--- config.mk ---
export PLATFORM = sky130hd
export DESIGN_NAME = sum_sat_fifo
export DESIGN_NICKNAME = d
export VERILOG_FILES = /design/src/rtl/sum_sat_fifo.sv
export SDC_FILE = /design/constraint.sdc
export NUM_CORES = 1
export LEC_CHECK = 0
export CAP_MARGIN = 30
export CORE_MARGIN = 4
export CORE_UTILIZATION = 57
export CTS_CLUSTER_SIZE = 30
export DETAILED_ROUTE_END_ITERATION = 10
export GPL_TIMING_DRIVEN = 0
export PLACE_DENSITY = 0.8
export SYNTH_ARGS = -nofsm -noshare
export SYNTH_HDL_FRONTEND = slang
export SYNTH_SLANG_ARGS = --single-unit
--- constraint.sdc ---
create_clock -name clk -period 6 [get_ports clk]
set_input_delay 0.6 -clock clk [delete_from_list [all_inputs] [get_ports clk]]
set_output_delay 0.6 -clock clk [all_outputs]
set_load 0.02 [all_outputs]
--- src/rtl/sum_sat_fifo.sv ---
// sum_sat_fifo: saturating result FIFO behind a serial adder.
//
// Each accepted word is saturated on the way in. When cout=1 the entry holds all-ones
// with its sat flag set. When cout=0 the entry holds sum unchanged with its sat flag clear.
// The FIFO uses a valid/ready handshake on both sides and has no same-cycle bypass.
// A pushed word becomes visible at the head one edge after it is accepted.
//
// Ports:
//   clk         single clock; all state updates on its rising edge
//   asyn_reset  synchronous active-high reset, sampled on the rising edge of clk
//   sum         unsigned sum word from the adder
//   cout        carry-out accompanying sum
//   d_in_vld    sum/cout valid
//   d_in_rdy    block can accept sum/cout (level != depth)
//   d_out       saturated result at the FIFO head
//   d_out_sat   head entry was saturated
//   d_out_vld   head entry valid (level != 0)
//   d_out_rdy   consumer accepts the head entry
//   level       current occupancy, 0..depth
//   sat_cnt     count of saturated words accepted, sticks at 255
module sum_sat_fifo #(
  parameter int unsigned width = 8,
  parameter int unsigned depth = 4
) (
  input  logic                     clk,
  input  logic                     asyn_reset,
  input  logic [width-1:0]         sum,
  input  logic                     cout,
  input  logic                     d_in_vld,
  output logic                     d_in_rdy,
  output logic [width-1:0]         d_out,
  output logic                     d_out_sat,
  output logic                     d_out_vld,
  input  logic                     d_out_rdy,
  output logic [$clog2(depth):0]   level,
  output logic [7:0]               sat_cnt
);

  localparam int unsigned PtrW = $clog2(depth);
  localparam int unsigned LvlW = PtrW + 1;

  logic [width-1:0] data_mem [depth];
  logic             sat_mem  [depth];

  logic [PtrW-1:0] wr_ptr_q, wr_ptr_d;
  logic [PtrW-1:0] rd_ptr_q, rd_ptr_d;
  logic [LvlW-1:0] level_q, level_d;
  logic [7:0]      sat_cnt_q, sat_cnt_d;

  logic push, pop;

  // Handshake flags depend on registered state only.
  assign d_in_rdy  = (level_q != LvlW'(depth));
  assign d_out_vld = (level_q != '0);
  assign push      = d_in_vld & d_in_rdy;
  assign pop       = d_out_vld & d_out_rdy;

  assign d_out     = data_mem[rd_ptr_q];
  assign d_out_sat = sat_mem[rd_ptr_q];
  assign level     = level_q;
  assign sat_cnt   = sat_cnt_q;

  always_comb begin
    wr_ptr_d  = wr_ptr_q;
    rd_ptr_d  = rd_ptr_q;
    level_d   = level_q;
    sat_cnt_d = sat_cnt_q;
    // depth is a power of two, so pointer overflow is exactly the modulo-depth wrap.
    if (push) wr_ptr_d = wr_ptr_q + PtrW'(1);
    if (pop)  rd_ptr_d = rd_ptr_q + PtrW'(1);
    unique case ({push, pop})
      2'b10:   level_d = level_q + LvlW'(1);
      2'b01:   level_d = level_q - LvlW'(1);
      default: level_d = level_q;
    endcase
    if (push && cout && (sat_cnt_q != 8'hFF)) sat_cnt_d = sat_cnt_q + 8'd1;
  end

  always_ff @(posedge clk) begin
    if (asyn_reset) begin
      wr_ptr_q  <= '0;
      rd_ptr_q  <= '0;
      level_q   <= '0;
      sat_cnt_q <= '0;
    end else begin
      wr_ptr_q  <= wr_ptr_d;
      rd_ptr_q  <= rd_ptr_d;
      level_q   <= level_d;
      sat_cnt_q <= sat_cnt_d;
    end
  end

  // Storage is not reset. Stale entries are unreachable once the pointers clear.
  always_ff @(posedge clk) begin
    if (push && !asyn_reset) begin
      data_mem[wr_ptr_q] <= cout ? {width{1'b1}} : sum;
      sat_mem[wr_ptr_q]  <= cout;
    end
  end

endmodule

==> results.cfg <==
[routing]
wirelength_mm = 3.99
firstDrtPassIters = 4
routed_via_density = 5.59
wl_per_cell_um = 16.3
dr_total_vias = 1363
ant_nets = 0
drtIter0Drc = 40
drc = 0

[clock_tree]
cts.hold.buffers_added = 0
postCtsSetupRepairBufs = 0
clockBufferDepth = 2
cts_made_buffers = 5
clk_pin_slew_ns = 0.09
clk_latency_ns = 0.30
cts_resized = 0
cts_root_buffer = clkbuf_8
cts.sinks = 53
cts-htree-levels = 2
cts_tree = done

[global_route]
grt_pass1_vias = 1450
antenna_found_initial = 0
overflow = 0
grt_max_degree = 17
grtUsageTotal = 0.179
grt_pass1_wl_mm = 6.91

[logic_synthesis]
syn_nets = 175
synth-seq-cells = 53
syn_area_sq_um = 2240
ys_top_cells_by_area = edfxtp_1 48%, dfxtp_1 15%, mux4_2 9.1%, ha_1 3.4%, a21oi_1 2.2%
synthCells = 155
yosysUniqueCellTypes = 34
ys_seq_area_frac = 0.635
yosys_warnings = 0
netlist.area_leader.share = 0.483
avgSynthCellArea_sq_um = 14.4
synth_top_area_cell = edfxtp_1

[worst_setup_path]
start_kind = flop
path_class = flop to output port
regToRegSetupSlack_ns = 3.50
crit_path_cell_trace = buf_2, mux4_2, clkdlybuf4s50_1
slowest_stage = clkdlybuf4s50_1
r2r-start = level[2]$_SDFFE_PP0P_
cp_slowest_stage_delay_ns = 0.56
critPathRequiredTime_ns = 5.40
arrival_ns = 2.02
cp.buffers_inverters = 2
crit_fanout = 9
crit_family = buffers and inverters
worst_setup_path_end_kind = output port

[floorplanning]
start_util = 0.602
rows = 22
die_w_um = 70.7
die_h_um = 70.7
io-pin-count = 35
core-area_sq_um = 3720
die-area_sq_um = 4990

[sta]
rsz0062_at_grt = false
finalSetupViolCount = 0
max_freq_mhz = 382
finClkSkew_ns = 0.00427
period_needed_ns = 2.62
fin_tns_setup_ns = 0
hold-worst-slack_ns = 0.508
max_slew_margin = 0.628
worst_slew_pin_slew_ns = 0.555
drv_slew = 0
hold_viol = 0
timing.final.crit_share = 0.436

[pwr]
leakage_nw = 0.875
power_frac_seq = 0.467
power_frac_comb = 0.332
clkPwrFrac = 0.201
swShare = 0.304
powerDensity_nw_per_um2 = 352
vdd_ir_drop_max_uv = 227
p_switching_w = 0.000291
p_int_w = 0.000665
power_w = 0.000956

[cells_and_area]
fillerInstances = 261
multiInputGateArea_sq_um = 754
drive_gt1_frac = 0.179
diodes = 0
nets = 215
syn_to_final_growth_pct = 21.3
final_cells = 244
regArea_sq_um = 1420

[run_status]
outcome = complete, no violations

[hold_path]
worstHoldStart = wr_ptr_q[1]$_SDFFE_PP0P_
hold_path_class = flop to flop

[placement]
routabilityCongestion = 0.831
io_buffers = 33
dp_hpwl_mm = 2.81
dp_cells = 236

[job]
max_cap_violations = 0
worst reg2reg max path: cells and delay by family, from the launching register on:
kind | cells | cell delay, ns
compound gates | 1 | 0.14
xor+xnor | 1 | 0.16
fa+ha+maj | 2 | 0.60
buf+inv | 2 | 0.20
flops | 1 | 0.41
simple gates | 3 | 0.92
metrics by stage:
stage	cell area, sq um	util	worst slack [ns]
detailed placement	2630	0.707	3.24
global placement	2630	0.707	3.31
floorplan	2240	-	3.53
global route	2710	0.730	3.27
finish	2710	0.730	3.38
CTS	2710	0.730	3.33
synthesized netlist by cell type (all sizes together):
master,n
or3b,1
nor2b,1
clkbuf,2
fa,1
buf,4
nand4,1
nand3,6
edfxtp,36
inv,6
mux4,9
ha,6
nand2,5
xnor2,2
mux2,1
o31a,1
nand3b,1
or3,4
and3,1
or4,2
o21ai,3
nor2,12
xor2,3
o31ai,3
and2,4
a211oi,2
dfxtp,17
or2,8
a21oi,10
nor4,3
cell usage in the layout, fill, tap and decap left out, drive strengths merged, types with 2 or more instances in the layout:
master / count
a21oi: 10
clkinv: 2
or4: 2
nand2: 5
buf: 4
ha: 6
nor2: 12
a211oi: 2
inv: 6
o21ai: 3
or3: 4
edfxtp: 36
nor4: 3
mux4: 9
clkdlybuf4s50: 33
and2: 4
xnor2: 2
nand3: 6
o31ai: 3
dfxtp: 17
or2: 8
clkbuf: 7
xor2: 3
final cells by class:
type / count / share of cell area
clock buffer: 5 / 0.0254
tap: 48 / 0.0221
clock inverter: 3 / 0.00645
inverter: 6 / 0.00830
buffer: 6 / 0.0143
multi-input combinational: 90 / 0.278
timing repair buffer: 33 / 0.122
sequential: 53 / 0.524
kinds of logic after synthesis:
| family | after synthesis | synth area share |
|---|---|---|
| fa+ha+maj | 7 | 0.0425 |
| flops | 53 | 0.635 |
| mux | 10 | 0.0973 |
| simple gates | 49 | 0.128 |
| xor+xnor | 5 | 0.0196 |
| buf+inv | 12 | 0.0274 |
| compound gates | 19 | 0.0503 |
power groups by stage:
stage | Sequential [W] | Clock (W) | Combinational, W
6_report | 0.000446 | 0.000192 | 0.000317
5_1_grt | 0.000451 | 0.000210 | 0.000343
4_1_cts | 0.000446 | 0.000198 | 0.000324
3_5_place_dp | 0.000454 | 0 | 0.000321
3_3_place_gp | 0.000450 | 0 | 0.000314
2_1_floorplan | 0.000459 | 0 | 0.000196
sequential cells by signal, indices dropped and copies added (netlist names), named ones only:
register and flops:
rd_ptr_q 2, wr_ptr_q 2, level 3, sat_mem 4, data_mem 32, sat_cnt 8
final timing paths:
path | end | cells past startpoint
hold / removal | wr_ptr_q[1]$_SDFFE_PP0P_ | 2
hold reg to reg | wr_ptr_q[1]$_SDFFE_PP0P_ | 2
setup reg to reg | level[2]$_SDFFE_PP0P_ | 9
setup / recovery | d_out_sat | 3
routing by layer:
layer  wire (um)  GRT usage
met3         229     0.0426
met1        1630      0.212
met5           0          0
met2        2070      0.311
met4          63     0.0814
Note: power is estimated with default switching activity, not from simulation.
==> patch 1: new RTL, same settings <==
Change the parameter `width` from 8 to 12.
--- a/src/rtl/sum_sat_fifo.sv
+++ b/src/rtl/sum_sat_fifo.sv
@@ -19,7 +19,7 @@
 //   level       current occupancy, 0..depth
 //   sat_cnt     count of saturated words accepted, sticks at 255
 module sum_sat_fifo #(
-  parameter int unsigned width = 8,
+  parameter int unsigned width = 12,
   parameter int unsigned depth = 4
 ) (
   input  logic                     clk,
Ports: changed (resized d_out and sum); port bits go from 35 to 43. The function was not compared with the original's and may differ.
==> patch 1 against the unedited design <==
- combinational power increased by 20%
- synthesized area increased by 26%
- design area increased by 29%
- worst setup slack got worse by 0.26 ns
- non-clock buffer count increased by 8
- clock power increased by 80%
- core utilization increased by 0.44 points
- routed wire length increased by 30%
- clock skew increased by 0.0023 ns
- first-iteration DRC count increased by 110%
- synthesized cell count increased by 17%
- cell count increased by 25%
- sequential cell count increased by 16
- total power increased by 37%
- critical path type unchanged
- largest cell class unchanged
- highest routed layer unchanged
==> patch 1: results (changes against the unedited design) <==
Clock Path Buffers=2 (unchanged); commonest cells in the netlist=edfxtp_1 (52), dfxtp_1 (17), mux4_2 (13), nor2_1 (13), or2_2 (12) (was edfxtp_1 (36), dfxtp_1 (17), nor2_1 (12)); worst skew pair latency=0.32 ns (was 0.30 ns); Synth top area share=55.4% (was 48.3%); worst hold path depth=1 (was 2); Worst slew margin=54.2% (was 62.8%); post-synthesis cell type count=32 (was 34); post-cts resize count=0 (unchanged); antenna cells=0 (unchanged); via count of the first global-routing pass=1778 (was 1450); DR vias=1677 (was 1363); Post-Synth XOR/XNOR Area=1.55% (was 1.96%); dpl hpwl=3540 um (was 2810 um); Synth Area in Compound Gates=3.82% (was 5.03%); Synth area leaders=edfxtp_1 (55%), dfxtp_1 (12%), mux4_2 (10%), ha_1 (2.7%), or2_2 (2.7%) (was edfxtp_1 (48%), dfxtp_1 (15%), mux4_2 (9.1%), ha_1 (3.4%), a21oi_1 (2.2%)); Worst-path clk slew=0.07 ns (was 0.09 ns); H-tree levels=3 (was 2); skew final=0.00655 ns (was 0.00427 ns); maximum VDD drop=0.269 mV (was 0.227 mV); R2R Setup Slk=3.71 ns (was 3.50 ns); FF-to-FF path depth=9 (unchanged); Final nets=257 (was 215); fraction of layout cells with a size suffix above 1=19.7% (was 17.9%); Lkg Pwr=1.12 nW (was 0.875 nW); status=complete, no violations (unchanged); hold path endpoint=sat_cnt[6] (was wr_ptr_q[1]); IO buf count=41 (was 33); Biggest register=data_mem (unchanged); EDFF count, synth=52 (was 36); proportion of synthesized area in mux cells=10.8% (was 9.73%); Place WS=3.41 ns (was 3.24 ns); Post-Synthesis Net Count=205 (was 175); sequential share of the synthesized area=67.5% (was 63.5%); WL/cell=17.0 um (was 16.3 um); max FFs per register=48 (was 32); first-pass GRT wire length=8510 um (was 6910 um); filler cell count=334 (was 261); 1st-iter DRT viols=85 (was 40); largest net degree at the start of global routing=14 (was 17); total track usage=18.6% (was 17.9%); clock root buffer master=clkbuf_8 (unchanged); Synth Area in Adders=3.37% (was 4.25%); crit path DAT=2.27 ns (was 2.02 ns); placer congestion estimate=0.895 (was 0.831); R2R Path Start=level[2] (unchanged); CTS Buf Count=9 (was 5); min-delay src=sat_cnt[6] (was wr_ptr_q[1]); crit-path max FO=10 (was 9)
==> patch 1: cell types whose count changed after synthesis, moves of 2 or more <==
cell,change
clkbuf_1,+2
edfxtp_1,+16
mux4_2,+4
or2_2,+4
==> patch 1: cell families (layout without fill, tap and decap cells) <==
group,count (synthesis),count (layout)
flip-flops,69,69
AND/OR/NAND/NOR,55,55
AO/OA/AOI/OAI,18,18
multiplexers,14,14
buffers and inverters,13,70
adder cells (fa/ha/maj),7,7
XOR/XNOR,5,5
==> patch 1: area by class of cell <==
type | instances | area (um^2) | share of cell area, %
well taps | 67 | 83.8 | 2.40
inverters | 7 | 26.3 | 0.752
plain buffers | 6 | 31.3 | 0.895
multi-input cells | 99 | 858 | 24.6
flip-flops and latches | 69 | 1900 | 54.4
repair buffers | 41 | 410 | 11.7
clock buffers | 10 | 128 | 3.65
clock inverters | 6 | 53.8 | 1.54
==> patch 1: power breakdown <==
group	internal, mW	switching, mW	total (mW)	leakage, nW
clock	0.187	0.158	0.345	0.0888
combinational	0.194	0.186	0.380	0.438
sequential	0.554	0.0313	0.585	0.598
==> patch 1: metal layers <==
layer | GRT usage, % | up-vias | part of all wire (%)
met5 | 0 | - | 0
met4 | 5.24 | 0 | 0.73
met3 | 6.08 | 4 | 3.9
met2 | 33.0 | 42 | 55
met1 | 21.5 | 845 | 40
li1 | - | 786 | -
==> patch 1: through the flow <==
step	cells	area, um^2	hold WS, ns	utilization [%]
4_1_cts	305	3490	0.519	73.5
3_3_place_gp	289	3310	0.478	69.7
2_1_floorplan	181	2820	0.469	-
3_5_place_dp	289	3310	0.501	69.7
5_1_grt	305	3490	0.547	73.5
6_report	305	3490	0.521	73.5
==> patch 1: worst max-delay path by stage <==
stage          startpoint  endpoint  slack [ns]  depth (start not counted)
2_1_floorplan    level[2]  level[2]        3.75                          9
3_3_place_gp    flip-flop  d_out[8]        3.44                          3
3_5_place_dp     d_in_vld  level[2]        3.41                          8
4_1_cts         flip-flop  d_out[8]        3.06                          3
5_1_grt         flip-flop  d_out[8]        2.97                          3
6_report        flip-flop  d_out[8]        3.13                          3
==> patch 1: critical path, cell delays in order (launching register included) <==
cell and delay (ns):
dfxtp_1 0.45, buf_2 0.38, mux4_2 0.56, clkdlybuf4s50_1 0.56
==> patch 2: new RTL, same flow settings <==
Made on the original files. Make the reset (`asyn_reset`) asynchronous in one clocked block. Comments in the files are not updated.
--- a/src/rtl/sum_sat_fifo.sv
+++ b/src/rtl/sum_sat_fifo.sv
@@ -76,7 +76,7 @@
     if (push && cout && (sat_cnt_q != 8'hFF)) sat_cnt_d = sat_cnt_q + 8'd1;
   end
 
-  always_ff @(posedge clk) begin
+  always_ff @(posedge clk or posedge asyn_reset) begin
     if (asyn_reset) begin
       wr_ptr_q  <= '0;
       rd_ptr_q  <= '0;
Formal check against the unedited RTL: differs if asyn_reset is asserted again (counterexample within 4 cycles, from zero or initial values and one cycle with asyn_reset high); with asyn_reset held inactive, the same outputs for 10 cycles.
==> patch 2 against the unedited design <==
- worst setup slack got worse by 0.078 ns
- combinational power rose by 58%
- sequential cell count fell by 2
- die area fell by 2.1%
- critical path depth did not move
- routed wire length fell by 5.6%
- global-route usage rose by 0.079 points
- clock skew barely moved
- synthesized area fell by 2.4%
- total power rose by 33%
- design area rose by 0.23%
- largest cell class unchanged
- highest routed layer unchanged
==> patch 2: results (changes against the unedited design) <==
filler cell count=232 (was 261); R2R Setup Slk=3.83 ns (was 3.50 ns); post-synthesis async set-or-reset flop share=29.4% (was 0%); CTS Buf Count=5 (unchanged); R2R Path Start=level[0] (was level[2]); post-synthesis cell type count=30 (was 34); Synth area leaders=edfxtp_1 (50%), dfrtp_1 (17%), mux4_2 (9.3%), ha_1 (3.4%), xor2_1 (3.2%) (was edfxtp_1 (48%), dfxtp_1 (15%), mux4_2 (9.1%), ha_1 (3.4%), a21oi_1 (2.2%)); IO buf count=34 (was 33); R2R Path End=level[2] (unchanged); crit path DAT=2.09 ns (was 2.02 ns); Setup Fix Bufs, Post-CTS=0 (unchanged); antenna viol nets, final=0 (unchanged); sequential share of the synthesized area=66.7% (was 63.5%); Worst-path clk slew=0.09 ns (about the same); fraction of layout cells with a size suffix above 1=22.4% (was 17.9%); commonest cells in the netlist=edfxtp_1 (36), dfrtp_1 (15), mux4_2 (9), or2_2 (9), xor2_1 (8) (was edfxtp_1 (36), dfxtp_1 (17), nor2_1 (12)); min-delay src=sat_cnt[6] (was wr_ptr_q[1]); maximum VDD drop=0.287 mV (was 0.227 mV); status=complete, no violations (unchanged); final hold slack=0.519 ns (was 0.508 ns); 1st-iter DRT viols=82 (was 40); initial antenna violation count=0 (unchanged); Worst path max stage delay=0.56 ns (about the same); dpl hpwl=2610 um (was 2810 um); skew final=0.00458 ns (was 0.00427 ns); Lkg Pwr=0.992 nW (was 0.875 nW); post-cts resize count=0 (unchanged); crit-path max FO=10 (was 9); hold path endpoint=sat_cnt[6] (was wr_ptr_q[1]); Detailed Routing Iterations Pass 1=4 (unchanged); Final nets=189 (was 215); dpl cell area=2580 um^2 (was 2630 um^2); post-route cell area=2720 um^2 (was 2710 um^2); H-tree levels=2 (unchanged); FF-to-FF path depth=8 (was 9); WL/cell=17.3 um (was 16.3 um); placer congestion estimate=0.715 (was 0.831); via count of the first global-routing pass=1322 (was 1450); total track usage=18.0% (was 17.9%); DR vias/cell=5.34 (was 5.59); Slowest-stage cell, CP=clkdlybuf4s50_1 (unchanged); first-pass GRT wire length=6640 um (was 6910 um); Slew @ Worst Pin=0.629 ns (was 0.555 ns); worst hold path depth=1 (was 2); Post-Synthesis Net Count=148 (was 175); Hold/Removal Path Class=reg -> reg (unchanged)
## patch 2: changes by cell type in the layout (fill, tap and decap cells not counted), sizes merged, moves of 3 or more
cell,change
buf,-3
nor2,-8
o21ai,-3
a21oi,-9
o31ai,-3
xor2,+5
dfrtp,+15
or3,-3
nor3,+4
dfxtp,-17
## patch 2: worst max path at each step
stage                 from         to  slack, ns
4_1_cts        rd_ptr_q[0]   d_out[4]       3.25
5_1_grt        rd_ptr_q[0]  d_out_sat       3.18
3_5_place_dp   rd_ptr_q[0]   d_out[4]       3.59
6_report       rd_ptr_q[0]   d_out[4]       3.31
2_1_floorplan     level[0]   level[2]       3.82
3_3_place_gp   rd_ptr_q[0]   d_out[4]       3.60
## patch 2: layout make-up
cell class              count  area share [%]
plain buffers               2           0.322
clock buffers               5            2.53
clock inverters             3            2.48
inverters                   6           0.828
multi-input cells          69            25.6
flip-flops and latches     51            53.5
well taps                  48            2.21
repair buffers             34            12.5
## patch 2: logic make-up (layout without fill, tap and decap cells)
logic type	after synthesis	after routing	synth area share (%)
buffers and inverters	8	50	1.43
AND/OR/NAND/NOR	36	36	10.8
AO/OA/AOI/OAI	2	2	0.687
flip-flops	51	51	66.7
multiplexers	13	13	11.6
XOR/XNOR	11	11	4.41
adder cells (fa/ha/maj)	7	7	4.36
## patch 2: where the power goes
part	switching, mW	leakage, nW	internal [mW]
Sequential	0.0521	0.503	0.448
Combinational	0.248	0.425	0.254
Clock	0.106	0.0644	0.166
## patch 2: per-stage QoR
step	std cells	setup WS (ns)	power, mW
final	218	3.31	1.27
after global routing	218	3.18	1.35
after CTS	218	3.25	1.29
after detailed placement	210	3.59	1.02
after global placement	210	3.60	0.997
after floorplan	128	3.82	0.812
## patch 2: worst max-delay path: cells and delay by family, from the launching register on
kind | cells | cell delay, ns
buf+inv | 2 | 0.88
mux | 1 | 0.55
flops | 1 | 0.37
## patch 2: routing by layer
layer / GRT usage [%] / share of wire [%] / vias to the layer above
li1: - / - / 556
met1: 21.9 / 40 / 572
met2: 31.5 / 55 / 30
met3: 3.60 / 4.0 / 7
met4: 7.02 / 1.8 / 0
met5: 0 / 0 / -
